## src/rtl/keypad_scan_encoder.sv

```systemverilog
// 4x4 keypad row scanner with column debounce and key encoding.
// Emits {row, col} code plus a one-cycle valid strobe per accepted press.
module keypad_scan_encoder #(
  parameter int SCAN_DIV        = 1000,
  parameter int DEBOUNCE_CYCLES = 100000
) (
  input  logic       clk,
  input  logic       rst,
  input  logic [3:0] col_in,
  output logic [1:0] row_sel,
  output logic [3:0] key_code,
  output logic       key_valid,
  output logic       key_held
);

  localparam int DIVW = $clog2(SCAN_DIV);
  localparam int DBW  = (DEBOUNCE_CYCLES > 1) ? $clog2(DEBOUNCE_CYCLES) : 1;
  localparam logic [DIVW-1:0] DIV_LAST = DIVW'(SCAN_DIV - 1);
  localparam logic [DBW-1:0]  DB_LAST  = DBW'(DEBOUNCE_CYCLES - 1);

  typedef enum logic [1:0] {
    S_SCAN,
    S_DEBOUNCE,
    S_PRESSED,
    S_RELEASE
  } state_t;

  state_t          state, state_n;
  logic [3:0]      col_s1, col_sync;
  logic [3:0]      col_cap, cap_n;
  logic [DIVW-1:0] div_cnt, div_n;
  logic [DBW-1:0]  db_cnt, cnt_n;
  logic [1:0]      row_n;
  logic [3:0]      code_n;
  logic            valid_n, held_n;
  logic            col_ok, col_match, col_zero;

  function automatic logic [1:0] enc(input logic [3:0] c);
    case (c)
      4'b0010: enc = 2'd1;
      4'b0100: enc = 2'd2;
      4'b1000: enc = 2'd3;
      default: enc = 2'd0;
    endcase
  endfunction

  assign col_ok    = $onehot(col_sync);
  assign col_match = (col_sync == col_cap);
  assign col_zero  = (col_sync == 4'b0000);

  always_ff @(posedge clk) begin
    if (rst) begin
      state     <= S_SCAN;
      col_s1    <= '0;
      col_sync  <= '0;
      col_cap   <= '0;
      div_cnt   <= '0;
      db_cnt    <= '0;
      row_sel   <= '0;
      key_code  <= '0;
      key_valid <= 1'b0;
      key_held  <= 1'b0;
    end else begin
      state     <= state_n;
      col_s1    <= col_in;
      col_sync  <= col_s1;
      col_cap   <= cap_n;
      div_cnt   <= div_n;
      db_cnt    <= cnt_n;
      row_sel   <= row_n;
      key_code  <= code_n;
      key_valid <= valid_n;
      key_held  <= held_n;
    end
  end

  always_comb begin
    state_n = state;
    case (state)
      S_SCAN: begin
        if (div_cnt == DIV_LAST && col_ok)
          state_n = S_DEBOUNCE;
      end
      S_DEBOUNCE: begin
        if (!col_match)
          state_n = S_SCAN;
        else if (db_cnt == DB_LAST)
          state_n = S_PRESSED;
      end
      S_PRESSED: begin
        if (col_zero)
          state_n = S_RELEASE;
      end
      S_RELEASE: begin
        if (!col_zero)
          state_n = S_PRESSED;
        else if (db_cnt == DB_LAST)
          state_n = S_SCAN;
      end
      default: state_n = S_SCAN;
    endcase
  end

  always_comb begin
    row_n   = row_sel;
    div_n   = div_cnt;
    cnt_n   = db_cnt;
    cap_n   = col_cap;
    code_n  = key_code;
    valid_n = 1'b0;
    held_n  = key_held;
    case (state)
      S_SCAN: begin
        if (div_cnt == DIV_LAST) begin
          div_n = '0;
          if (col_ok) begin
            cap_n = col_sync;
            cnt_n = '0;
          end else begin
            row_n = row_sel + 2'd1;
          end
        end else begin
          div_n = div_cnt + DIVW'(1);
        end
      end
      S_DEBOUNCE: begin
        if (state_n == S_PRESSED) begin
          code_n  = {row_sel, enc(col_cap)};
          valid_n = 1'b1;
          held_n  = 1'b1;
          cnt_n   = '0;
        end else if (state_n == S_SCAN) begin
          div_n = '0;
        end else begin
          cnt_n = db_cnt + DBW'(1);
        end
      end
      S_PRESSED: begin
        if (col_zero)
          cnt_n = '0;
      end
      S_RELEASE: begin
        if (state_n == S_SCAN) begin
          held_n = 1'b0;
          row_n  = row_sel + 2'd1;
          div_n  = '0;
          cnt_n  = '0;
        end else if (!col_zero) begin
          cnt_n = '0;
        end else begin
          cnt_n = db_cnt + DBW'(1);
        end
      end
      default: ;
    endcase
  end

endmodule

```

## config.mk

```make
export PLATFORM = sky130hd
export DESIGN_NAME = keypad_scan_encoder
export DESIGN_NICKNAME = d
export VERILOG_FILES = /design/src/rtl/keypad_scan_encoder.sv
export SDC_FILE = /design/constraint.sdc
export NUM_CORES = 1
export LEC_CHECK = 0
export BUFFER_PORTS_ARGS = -buffer_cell sky130_fd_sc_hd__buf_4
export CAP_MARGIN = 25
export CORE_MARGIN = 2
export CORE_UTILIZATION = 45
export CTS_CLUSTER_SIZE = 16
export DETAILED_ROUTE_END_ITERATION = 10
export PLACE_DENSITY_LB_ADDON = 0.15
export SETUP_SLACK_MARGIN = 0.1
export SLEW_MARGIN = 5
export SYNTH_ARGS = -nofsm -noshare
export SYNTH_HDL_FRONTEND = slang
export SYNTH_SLANG_ARGS = --single-unit
```

## constraint.sdc

```tcl
create_clock -name clk -period 3.5 [get_ports clk]
set_input_delay 0.7 -clock clk [delete_from_list [all_inputs] [get_ports clk]]
set_output_delay 0.7 -clock clk [all_outputs]
set_load 0.02 [all_outputs]
```

# Word level (Yosys, flattened, before mapping)
# Index checks and enable logic that the tools add are counted.
# W data, S select, Z words.
[totals]
reg_bits = 49
in_bits = 6
output_inout_bits = 8
[classes]
add_sub_neg = 6
eq_ne = 19
n_mux = 28
bitwise_logic = 1
n_reduce_logical = 14
[ops]
columns = ["op", "count"]
rows = [
  ["$mux W17", 7],
  ["$pmux W17 S4", 1],
  ["$mux W10", 3],
  ["$pmux W10 S3", 1],
  ["$mux W2", 9],
  ["$add A17 B1 Y17 const B", 1],
  ["$eq A17 B17 Y1 const B", 1],
  ["$ne A2 B2 Y1 const B", 7],
  ["$add A10 B1 Y10 const B", 1],
  ["$eq A10 B10 Y1 const B", 1],
  ["$pmux W2 S4", 1],
  ["$reduce_and A4 Y1", 2],
  ["$eq A2 B2 Y1 const B", 3],
  ["$pmux W2 S3", 1],
  ["$reduce_and A3 Y1", 2],
  ["$add A1 B1 Y2", 2],
  ["$eq A4 B2 Y1 const B", 1],
  ["$eq A4 B3 Y1 const B", 1],
  ["$eq A4 B4 Y1", 1],
  ["$eq A4 B4 Y1 const B", 1],
  ["$logic_not A2 Y1", 2],
  ["$logic_not A4 Y1", 1],
  ["$pmux W2 S2", 1],
  ["$reduce_and A2 Y1", 2],
  ["other kinds (12)", 15],
]

# Longest topological paths before layout
# Gate-level depths: netlist of the first run.
[depth]
word_depth = 10
depth_mapped = 12

# Least setup slack after synthesis of the first run
# No wires, ideal clock.
[synth_timing]
path_kind = "register -> register"
from = "register col_sync[0]"
to = "register db_cnt[10]"
arrival_time_ns = 2.930
required_time_ns = 3.367
setup_slack_ns = 0.437
path_stages_with_launch = 12
n_path_buf = 2
path_cell_list = "dfxtp_1 -> inv_1 -> fa_1 -> inv_1 -> ha_1 -> ha_1 -> or3b_2 -> o41ai_1 -> o221a_2 -> clkbuf_1 -> clkbuf_1 -> a31oi_1"
[synth_between]
elab_chain_len = 9
word_cells_on_any_way = 21
[synth_rtl]
columns = ["element", "line_no", "text"]
rows = [
  ["from (decl)", "29", "logic [3:0] col_s1, col_sync;"],
  ["from (signal assigned)", "66", "col_sync <= col_s1;"],
  ["$add A1 B1 Y2 (not written as such)", "47", "assign col_ok = $onehot(col_sync);"],
  ["$add A2 B2 Y3 (not written as such)", "47", ""],
  ["$eq A3 B1 Y1", "47", ""],
  ["$logic_and A1 B1 Y1", "81", "if (div_cnt == DIV_LAST && col_ok)"],
  ["$mux W2", "81", ""],
  ["$pmux W2 S4", "79", "case (state)"],
  ["$eq A2 B2 Y1 or $logic_not A2 Y1 (tied branches)", "127, 132, 143", ""],
  ["$ne A3 B3 Y1 (no source line), or another cell as far along", "--", ""],
  ["$reduce_and A4 Y1 (no source line) or $pmux W17 S4 (tied branches)", "--", ""],
  ["to (signal assigned)", "69", "db_cnt <= cnt_n;"],
  ["to (decl)", "32", "logic [DBW-1:0] db_cnt, cnt_n;"],
]
# Parallel ways exist; a longest one is shown, timed or not.
# A chain may end at the register's enable or synchronous reset.

# Final worst setup path of the first run
[layout_timing]
from = "register col_sync[0]"
to = "register db_cnt[4]"
# Same word-level chain as after synthesis.

==> reports/qor.yml, run 1 <==
outcome: "finished, final reports clean"
drt_drc_violations_left: 0
antenna_left: 0
cp_slowest_cell: "fa_1"
worstSkewPairLatency_ns: 0.30
tightestPinTransition_ns: 0.7943
slowest_delay_ns: 0.54
wl_per_cell_um: 13.35
viasPerCell: 5.538
synthFlopType: "dfxtp_1"
clockBufferDepth: 2
fp.dieW_um: 76.40
synth_cell_types: 45
path_class: "flip-flop to flip-flop"
gr-total-overflow: 0
synth_largest_area_cell: "dfxtp_1"
area_growth_pct: 9.496
leakage_nw: 0.9670
drv_cap: 0
hold_class: "flip-flop to flip-flop"
syn_nets: 290
vias: 1977
place_hpwl_um: 3200
die-area_um2: 5836
port_buffers: 13
antenna_found_initial: 0
cts_tree: "done"
rsz0062_at_grt: "false"
power_density_nw_per_um2: 362.6
grt_pass1_vias: 1702
worstPathMaxFanout: 17
finalSetupViolations: 0
path_cells: "inv_1, fa_1, inv_1, ha_1, ha_1, or3b_2, o41ai_1, o221a_4, nor2_1, a31oi_1, o31ai_1"
synth_most_common_cell: "dfxtp_1"
drv_slew: 0
synth_edf_count: 0
drt-total-wl_um: 4767
ys_ff_latch: 49
dr.pass1.iters: 4
diodes: 0
clk_transition_reported_paths_ns: 0.09
root_buffer: "clkbuf_8"
timing.final.crit_share_pct: 91.61
r2r_setup_slack_ns: 0.29
relSlewSlack_pct: 46.56
synthCells: 278
period_needed_ns: 3.206
totalNegativeSetupSlack_ns: 0
grt_max_degree: 36
rows: 26
drt_iter0_drc: 147
syn_area_um2: 2359
drive_gt1_share_pct: 10.10
grt_pass1_wl_um: 8355
cts_buffers: 5
avgSynthCellArea_um2: 8.484
synthTopCellsByArea: "dfxtp_1, a21oi_1, a31oi_1, nor2_1, nand2_1"
ys_top_cells_by_count: "dfxtp_1, nor2_1, a21oi_1"
cp.required_ns: 3.69
max_freq_ghz: 0.3119
grt_usage_pct: 17.48
fin_util_pct: 50.89
crit_family: "compound AO/OA/AOI/OAI gates"
async_flop_share_pct: 0
gp_congestion: 0.7792
crit_buf_inv: 2
ir_drop_mv: 0.1647
yosysTopAreaCellShare_pct: 41.59
nets: 298
worst_setup_path_end_kind: "flip-flop"
crit_path_start_kind: "flip-flop"
seq_area_frac_synth_pct: 41.59
numClockSinks: 49
yosys_warnings: 0
core_um2: 5075
arrival_ns: 3.40
htree_levels: 2
die_h_um: 76.40
pin_count: 14
clock_skew_ns: 0.007645
final-hold-violation-count: 0
start_util_pct: 46.47
==> worst reg2reg max path, cell delays in order, from the launching register on <==
cell	delay [ns]
dfxtp_1	0.35
inv_1	0.09
fa_1	0.54
inv_1	0.05
ha_1	0.19
ha_1	0.26
or3b_2	0.51
o41ai_1	0.42
o221a_4	0.40
nor2_1	0.06
a31oi_1	0.14
o31ai_1	0.08
==> worst paths after layout <==
check                            startpoint     endpoint  depth (start not counted)
worst max-delay path            col_sync[0]    db_cnt[4]                         11
worst min-delay path              col_s1[1]  col_sync[1]                          1
worst max register to register  col_sync[0]    db_cnt[4]                         11
worst min register to register    col_s1[1]  col_sync[1]                          1
==> through the flow <==
step	power, mW	cells	hold WS, ns	cell area (um2)	worst slack (ns)
final	0.9364	357	0.4441	2582	0.2938
after global routing	0.9849	357	0.4765	2582	0.1454
after CTS	0.9485	357	0.4528	2574	0.2697
after detailed placement	0.6252	349	0.4293	2491	0.3139
after global placement	0.6239	349	0.4171	2491	0.4340
after floorplan	0.6132	278	0.4138	2359	0.4369
==> final cells by class <==
class	instances	area, um2
multi-input combinational	204	1281
sequential	49	980.9
clock buffer	6	72.57
tap	70	87.58
timing repair buffer	14	105.1
fill	532	2492
clock inverter	2	10.01
inverter	12	45.04
==> logic make-up after synthesis <==
group / synth area share [%]
simple gates: 26.63
compound gates: 18.67
flops: 41.59
buf+inv: 4.456
xor+xnor: 2.971
fa+ha+maj: 3.501
mux: 2.175
==> power breakdown <==
group / leakage, nW / switching [mW] / internal [mW]
sequential: 0.397 / 0.00496 / 0.564
combinational: 0.525 / 0.0253 / 0.0184
clock: 0.0450 / 0.185 / 0.139
==> placed cells by master, fill, tap and decap left out, types with 2 or more instances in the layout <==
master | Yosys | routed
ha_1 | 5 | 5
xnor2_1 | 2 | 2
a311oi_1 | 4 | 4
a21oi_1 | 24 | 24
nand3_1 | 11 | 11
nor2_1 | 27 | 27
and3_1 | 8 | 8
buf_4 | 0 | 14
or4_1 | 5 | 5
clkbuf_8 | 0 | 5
dfxtp_1 | 49 | 49
nor2b_1 | 8 | 8
nand4_1 | 4 | 4
nor4_1 | 3 | 3
nand2b_1 | 8 | 8
clkinv_2 | 0 | 2
o31ai_1 | 4 | 4
mux2i_1 | 4 | 4
inv_1 | 12 | 12
o21ai_0 | 12 | 12
xor2_1 | 6 | 6
nand2_1 | 18 | 18
and2_1 | 3 | 3
a31oi_1 | 17 | 17
nor3_1 | 9 | 9
a41oi_1 | 5 | 5
==> layer usage <==
metal	wire length [um]	track usage, %	vias up
met5	0	0	-
met4	64	6.182	0
met3	166	4.147	6
met2	2035	25.04	35
met1	2500	25.58	911
li1	-	-	1025
==> repair_timing <==
item | 4_1_cts | 5_1_grt
resized for setup | 0 | 1
buffers inserted | 0 | 0
hold buffers | 0 | 0
endpoints found under the setup margin | 0 | 2
==> flip-flops by register name (all words and copies together) (netlist names) <==
register / count
div_cnt: 10
key_valid: 1
state: 2
db_cnt: 17
col_sync: 4
col_cap: 4
row_sel: 2
key_code: 4
key_held: 1
col_s1: 4
Power figures use the tool's default switching activity.
==> run 2, diff against run 1 <==
- ABC_AREA: unset -> 1
==> run 2 against run 1 <==
Critical path depth up 4; final cell count up 41%; clock skew up 0.0031 ns; largest power group unchanged; total power up 4.6%; die area up 15%; critical endpoint is now db_cnt[13].
==> reports/qor.yml, run 2 <==
drive_gt1_share_pct: 10.72
final_cell_area_um2: 2988
port_buffers: 13
power_density_nw_per_um2: 327.9
grt_pass1_vias: 2241
grt_max_degree: 27
crit_path_start_kind: "flip-flop"
ys_top_cells_by_count: "nand2_1, nor2_1, inv_1"
clockBufferDepth: 2
crit_path_frequent_cell: "inv_1"
wl_per_cell_um: 11.76
cts.repair.resized: 0
gr-total-overflow: 0
drt_drc_violations_left: 0
area_growth_pct: 9.291
root_buffer: "clkbuf_8"
hold_class: "flip-flop to flip-flop"
seq_area_frac_synth_pct: 35.88
leakage_nw: 1.285
reg2reg_depth: 15
htree_levels: 2
avgSynthCellArea_um2: 6.572
path_cells: "inv_1, fa_1, inv_1, ha_1, ha_1, nor3b_1, nand2_1, nor2_4, inv_1, nand2_1, nor2_2, nand2_4, nand2_4, o21ai_4, nor2_1"
drt-total-wl_um: 5928
cts_setup_buffers: 0
layout_common_cells: "nand2_1, nor2_1, inv_1"
crit_cells: 15
numClockSinks: 49
p_total_mw: 0.9799
mostFrequentLayoutCell: "nand2_1"
synthCells: 416
die_h_um: 81.95
cp.required_ns: 3.70
nets: 440
multi_input_area_um2: 1463
tightestPinTransition_ns: 0.6427
rows: 28
antenna_found_initial: 0
drv_cap: 0
drv_slew: 0
hold_depth: 2
totalNegativeSetupSlack_ns: 0
r2r_setup_slack_ns: 0.41
die-area_um2: 6715
antenna_left: 0
yosysTopAreaCellShare_pct: 35.88
period_needed_ns: 3.093
crit_buf_inv: 3
cp_slowest_cell: "fa_1"
top_regs: "db_cnt: 17 flops, div_cnt: 10 flops"
layout_setup_ws_ns: 0.4073
place_hpwl_um: 4278
cts_buffers: 5
syn_area_um2: 2734
timing.final.crit_share_pct: 88.36
relSlewSlack_pct: 57.10
synth_cell_types: 37
ir_drop_mv: 0.1761
finalSetupViolations: 0
synthTopCellsByArea: "dfxtp_1, nand2_1, nor2_1, inv_1, nand3_1"
yosys_warnings: 0
core_um2: 5886
clk_transition_reported_paths_ns: 0.11
grt_usage_pct: 19.13
top_register: "db_cnt"
rsz0062_at_grt: "false"
pin_count: 14
crit_family: "simple AND/OR/NAND/NOR gates"
gp_congestion: 0.8363
diodes: 0
worst_setup_path_end_kind: "flip-flop"
final-hold-violation-count: 0
max_freq_ghz: 0.3233
worstPathMaxFanout: 22
postPlaceCellArea_um2: 2869
dr.pass1.iters: 5
worstSkewPairLatency_ns: 0.31
cts_tree: "done"
start_util_pct: 46.45
outcome: "finished, final reports clean"
regArea_um2: 980.9
synth_edf_count: 0
async_flop_share_pct: 0
path_class: "flip-flop to flip-flop"
syn_nets: 428
synth_most_common_cell: "nand2_1"
pre_cts_ws_ns: 0.3129
cts_hold_buffers: 0
fp.dieW_um: 81.95
slowest_delay_ns: 0.54
largest_register_ffs: 17
grt_pass1_wl_um: 10090
vias: 2490
synth_largest_area_cell: "dfxtp_1"
nFillCells: 605
clock_skew_ns: 0.01077
arrival_ns: 3.29
ys_ff_latch: 49
viasPerCell: 4.940
synthFlopType: "dfxtp_1"
drt_iter0_drc: 114
-- run 2: layout make-up --
class                   instances  share of cell area, %
clock buffers                   5                  2.303
well taps                      75                  3.141
clock inverters                 3                 0.9631
repair buffers                 15                  3.769
multi-input cells             293                  48.95
flip-flops and latches         49                  32.83
inverters                      64                  8.040
-- run 2: metrics by stage --
stage,utilization (%),std cells,hold slack [ns]
floorplan,-,416,0.3883
global placement,48.75,495,0.3901
detailed placement,48.75,495,0.3936
CTS,50.40,503,0.4097
global route,50.77,504,0.4217
finish,50.77,504,0.4078
-- run 2: cell families (layout without fill, tap and decap cells) --
group	Yosys count	after routing	share of synthesized area (%)
AOI/OAI and AO/OA	47	48	9.841
xor gates and xnor gates	4	4	1.282
adders and majority gates	6	6	3.021
buffers and inverters	75	87	11.40
DFF	49	49	35.88
and+or+nand+nor	235	235	38.58
-- run 2: path summary, 6_finish.rpt --
| path | start | endpoint |
|---|---|---|
| setup / recovery | col_sync[0] | db_cnt[13] |
| hold / removal | col_s1[3] | col_sync[3] |
| setup reg to reg | col_sync[0] | db_cnt[13] |
| hold reg to reg | col_s1[3] | col_sync[3] |
-- run 2: layer usage --
metal / global-route usage, % / wire length [um] / vias up
met5: 0 / 0 / -
met4: 4.000 / 30 / 0
met3: 3.297 / 154 / 2
met2: 33.50 / 2808 / 27
met1: 24.58 / 2934 / 1113
li1: - / - / 1348
-- run 2: power breakdown --
part,leakage [nW],internal [mW],total [mW],switching [mW]
clock,0.0511,0.151,0.367,0.215
sequential,0.397,0.565,0.569,0.00488
combinational,0.837,0.0162,0.0439,0.0277
-- run 2: worst register-to-register path: stages, from the launching register on --
cell and delay, ns:
dfxtp_1 0.34, inv_1 0.09, fa_1 0.54, inv_1 0.04, ha_1 0.18, ha_1 0.27, nor3b_1 0.23, nand2_1 0.13
nor2_4 0.19, inv_1 0.11, nand2_1 0.11, nor2_2 0.07, nand2_4 0.20, nand2_4 0.17, o21ai_4 0.25, nor2_1 0.07
==> run 3, diff against run 2 <==
- BUFFER_PORTS_ARGS: -buffer_cell sky130_fd_sc_hd__buf_4 -> -buffer_cell sky130_fd_sc_hd__buf_2
- CTS_BUF_LIST: unset -> sky130_fd_sc_hd__clkbuf_4
- GPL_TIMING_DRIVEN: unset -> 1
==> run 3 against run 2 <==
Via count grew 0.52%; count of clock-buffer cells in the layout unchanged; clock skew is essentially flat; total power shrank 11%; register-to-register slack lost 0.06 ns; critical path type unchanged; critical endpoint is now db_cnt[7]; largest cell class unchanged.
==> reports/qor.yml, run 3 (same netlist as run 2, synthesis figures left out) <==
outcome: "finished, final reports clean"
path_class: "flip-flop to flip-flop"
worst_setup_path_end_kind: "flip-flop"
power_density_nw_per_um2: 299.6
die-area_um2: 6715
grt_pass1_wl_um: 10120
mostFrequentLayoutCell: "nand2_1"
grt_usage_pct: 19.37
core_um2: 5886
viasPerCell: 4.956
ir_drop_mv: 0.1839
cp.required_ns: 3.77
path_cells: "inv_1, fa_1, inv_1, ha_1, ha_1, nor3b_1, nand2_1, nor2_2, inv_1, nand2_1, nor2_2, nand2_4, nand2_4, o21ai_2, nor2_1"
antenna_left: 0
nets: 441
diodes: 0
pin_count: 14
crit_buf_inv: 3
clock_skew_ns: 0.01051
cts_buffers: 5
timing.final.crit_share_pct: 89.98
area_growth_pct: 6.362
clockBufferDepth: 2
top_register: "db_cnt"
crit_path_frequent_cell: "inv_1"
wl_per_cell_um: 11.65
relSlewSlack_pct: 58.48
slowest_delay_ns: 0.55
final-hold-violation-count: 0
fin_cells: 505
worstPathMaxFanout: 22
worstSkewPairLatency_ns: 0.37
place_hpwl_um: 4279
drt_drc_violations_left: 0
htree_levels: 2
largest_register_ffs: 17
drt_iter0_drc: 111
grt_max_degree: 27
drv_cap: 0
crit_family: "simple AND/OR/NAND/NOR gates"
totalNegativeSetupSlack_ns: 0
layout_common_cells: "nand2_1, nor2_1, inv_1"
gp_congestion: 0.8293
rows: 28
numClockSinks: 49
gr-total-overflow: 0
finalSetupViolations: 0
arrival_ns: 3.42
top_regs: "db_cnt: 17 flops, div_cnt: 10 flops"
multi_input_area_um2: 1450
dp.cells: 496
max_freq_ghz: 0.3175
fin_util_pct: 49.40
tightestPinTransition_ns: 0.6221
cts_setup_buffers: 0
cp_slowest_cell: "fa_1"
p_total_mw: 0.8712
die_h_um: 81.95
port_buffers: 13
nFillCells: 623
hold_class: "flip-flop to flip-flop"
antenna_found_initial: 0
drt-total-wl_um: 5882
drive_gt1_share_pct: 10.93
vias: 2503
grt_pass1_vias: 2310
fp.dieW_um: 81.95
regArea_um2: 980.9
root_buffer: "clkbuf_4"
leakage_nw: 1.265
rsz0062_at_grt: "false"
postPlaceCellArea_um2: 2844
drv_slew: 0
start_util_pct: 46.45
final_cell_area_um2: 2908
crit_path_start_kind: "flip-flop"
period_needed_ns: 3.149
clk_transition_reported_paths_ns: 0.14
dr.pass1.iters: 4
cts_tree: "done"
run 3: cell types whose count changed in the layout (fill, tap and decap cells not counted), sizes merged:
cell and delta:
buf +1, clkinvlp +1, clkinv +2, inv -3
run 3: per-layer routing:
layer  up-vias  track usage [%]  share of wire [%]  wire length [um]
met5         -                0                  0                 0
met3         7            4.176                4.2               248
met4         0            5.833                1.4                82
met1      1094            24.51                 48              2830
li1       1355                -                  -                 -
met2        47            32.93                 46              2720
run 3: path summary, 6_finish.rpt:
kind,start,endpoint,slack [ns],depth (start not counted)
min reg2reg,col_s1[2],col_sync[2],0.41,2
max,col_sync[0],db_cnt[7],0.35,15
max reg2reg,col_sync[0],db_cnt[7],0.35,15
min,col_s1[2],col_sync[2],0.41,2
run 3: repair_timing:
| action | CTS | global route |
|---|---|---|
| endpoints found under the setup margin | 0 | 10 |
| hold buffers | 0 | 0 |
| gates resized for setup | 0 | 0 |
run 3: metrics by stage:
stage | setup slack, ns | hold WS, ns
after floorplan | 0.7877 | 0.3883
after global placement | 0.4404 | 0.3901
after detailed placement | 0.3323 | 0.3965
after CTS | 0.2848 | 0.4158
after global routing | 0.1039 | 0.4272
final | 0.3506 | 0.4134
run 3: area by class of cell:
type                            count  area share [%]
Multi-Input combinational cell    293           49.87
Sequential cell                    49           33.73
Inverter                           64           8.262
Tap cell                           75           3.227
Timing Repair Buffer               16           3.012
Clock buffer                        5           1.291
Clock inverter                      3          0.6024
run 3: power breakdown:
| group | internal (mW) | switching, mW | total (mW) |
|---|---|---|---|
| Sequential | 0.565 | 0.00481 | 0.570 |
| Combinational | 0.0150 | 0.0274 | 0.0425 |
| Clock | 0.0761 | 0.183 | 0.259 |
run 3: worst reg2reg max path, stage by stage, from the launching register on:
cell and delay (ns):
dfxtp_1 0.36, inv_1 0.09, fa_1 0.55, inv_1 0.04, ha_1 0.17, ha_1 0.27
nor3b_1 0.23, nand2_1 0.09, nor2_2 0.24, inv_1 0.13, nand2_1 0.12, nor2_2 0.07
nand2_4 0.20, nand2_4 0.15, o21ai_2 0.27, nor2_1 0.07
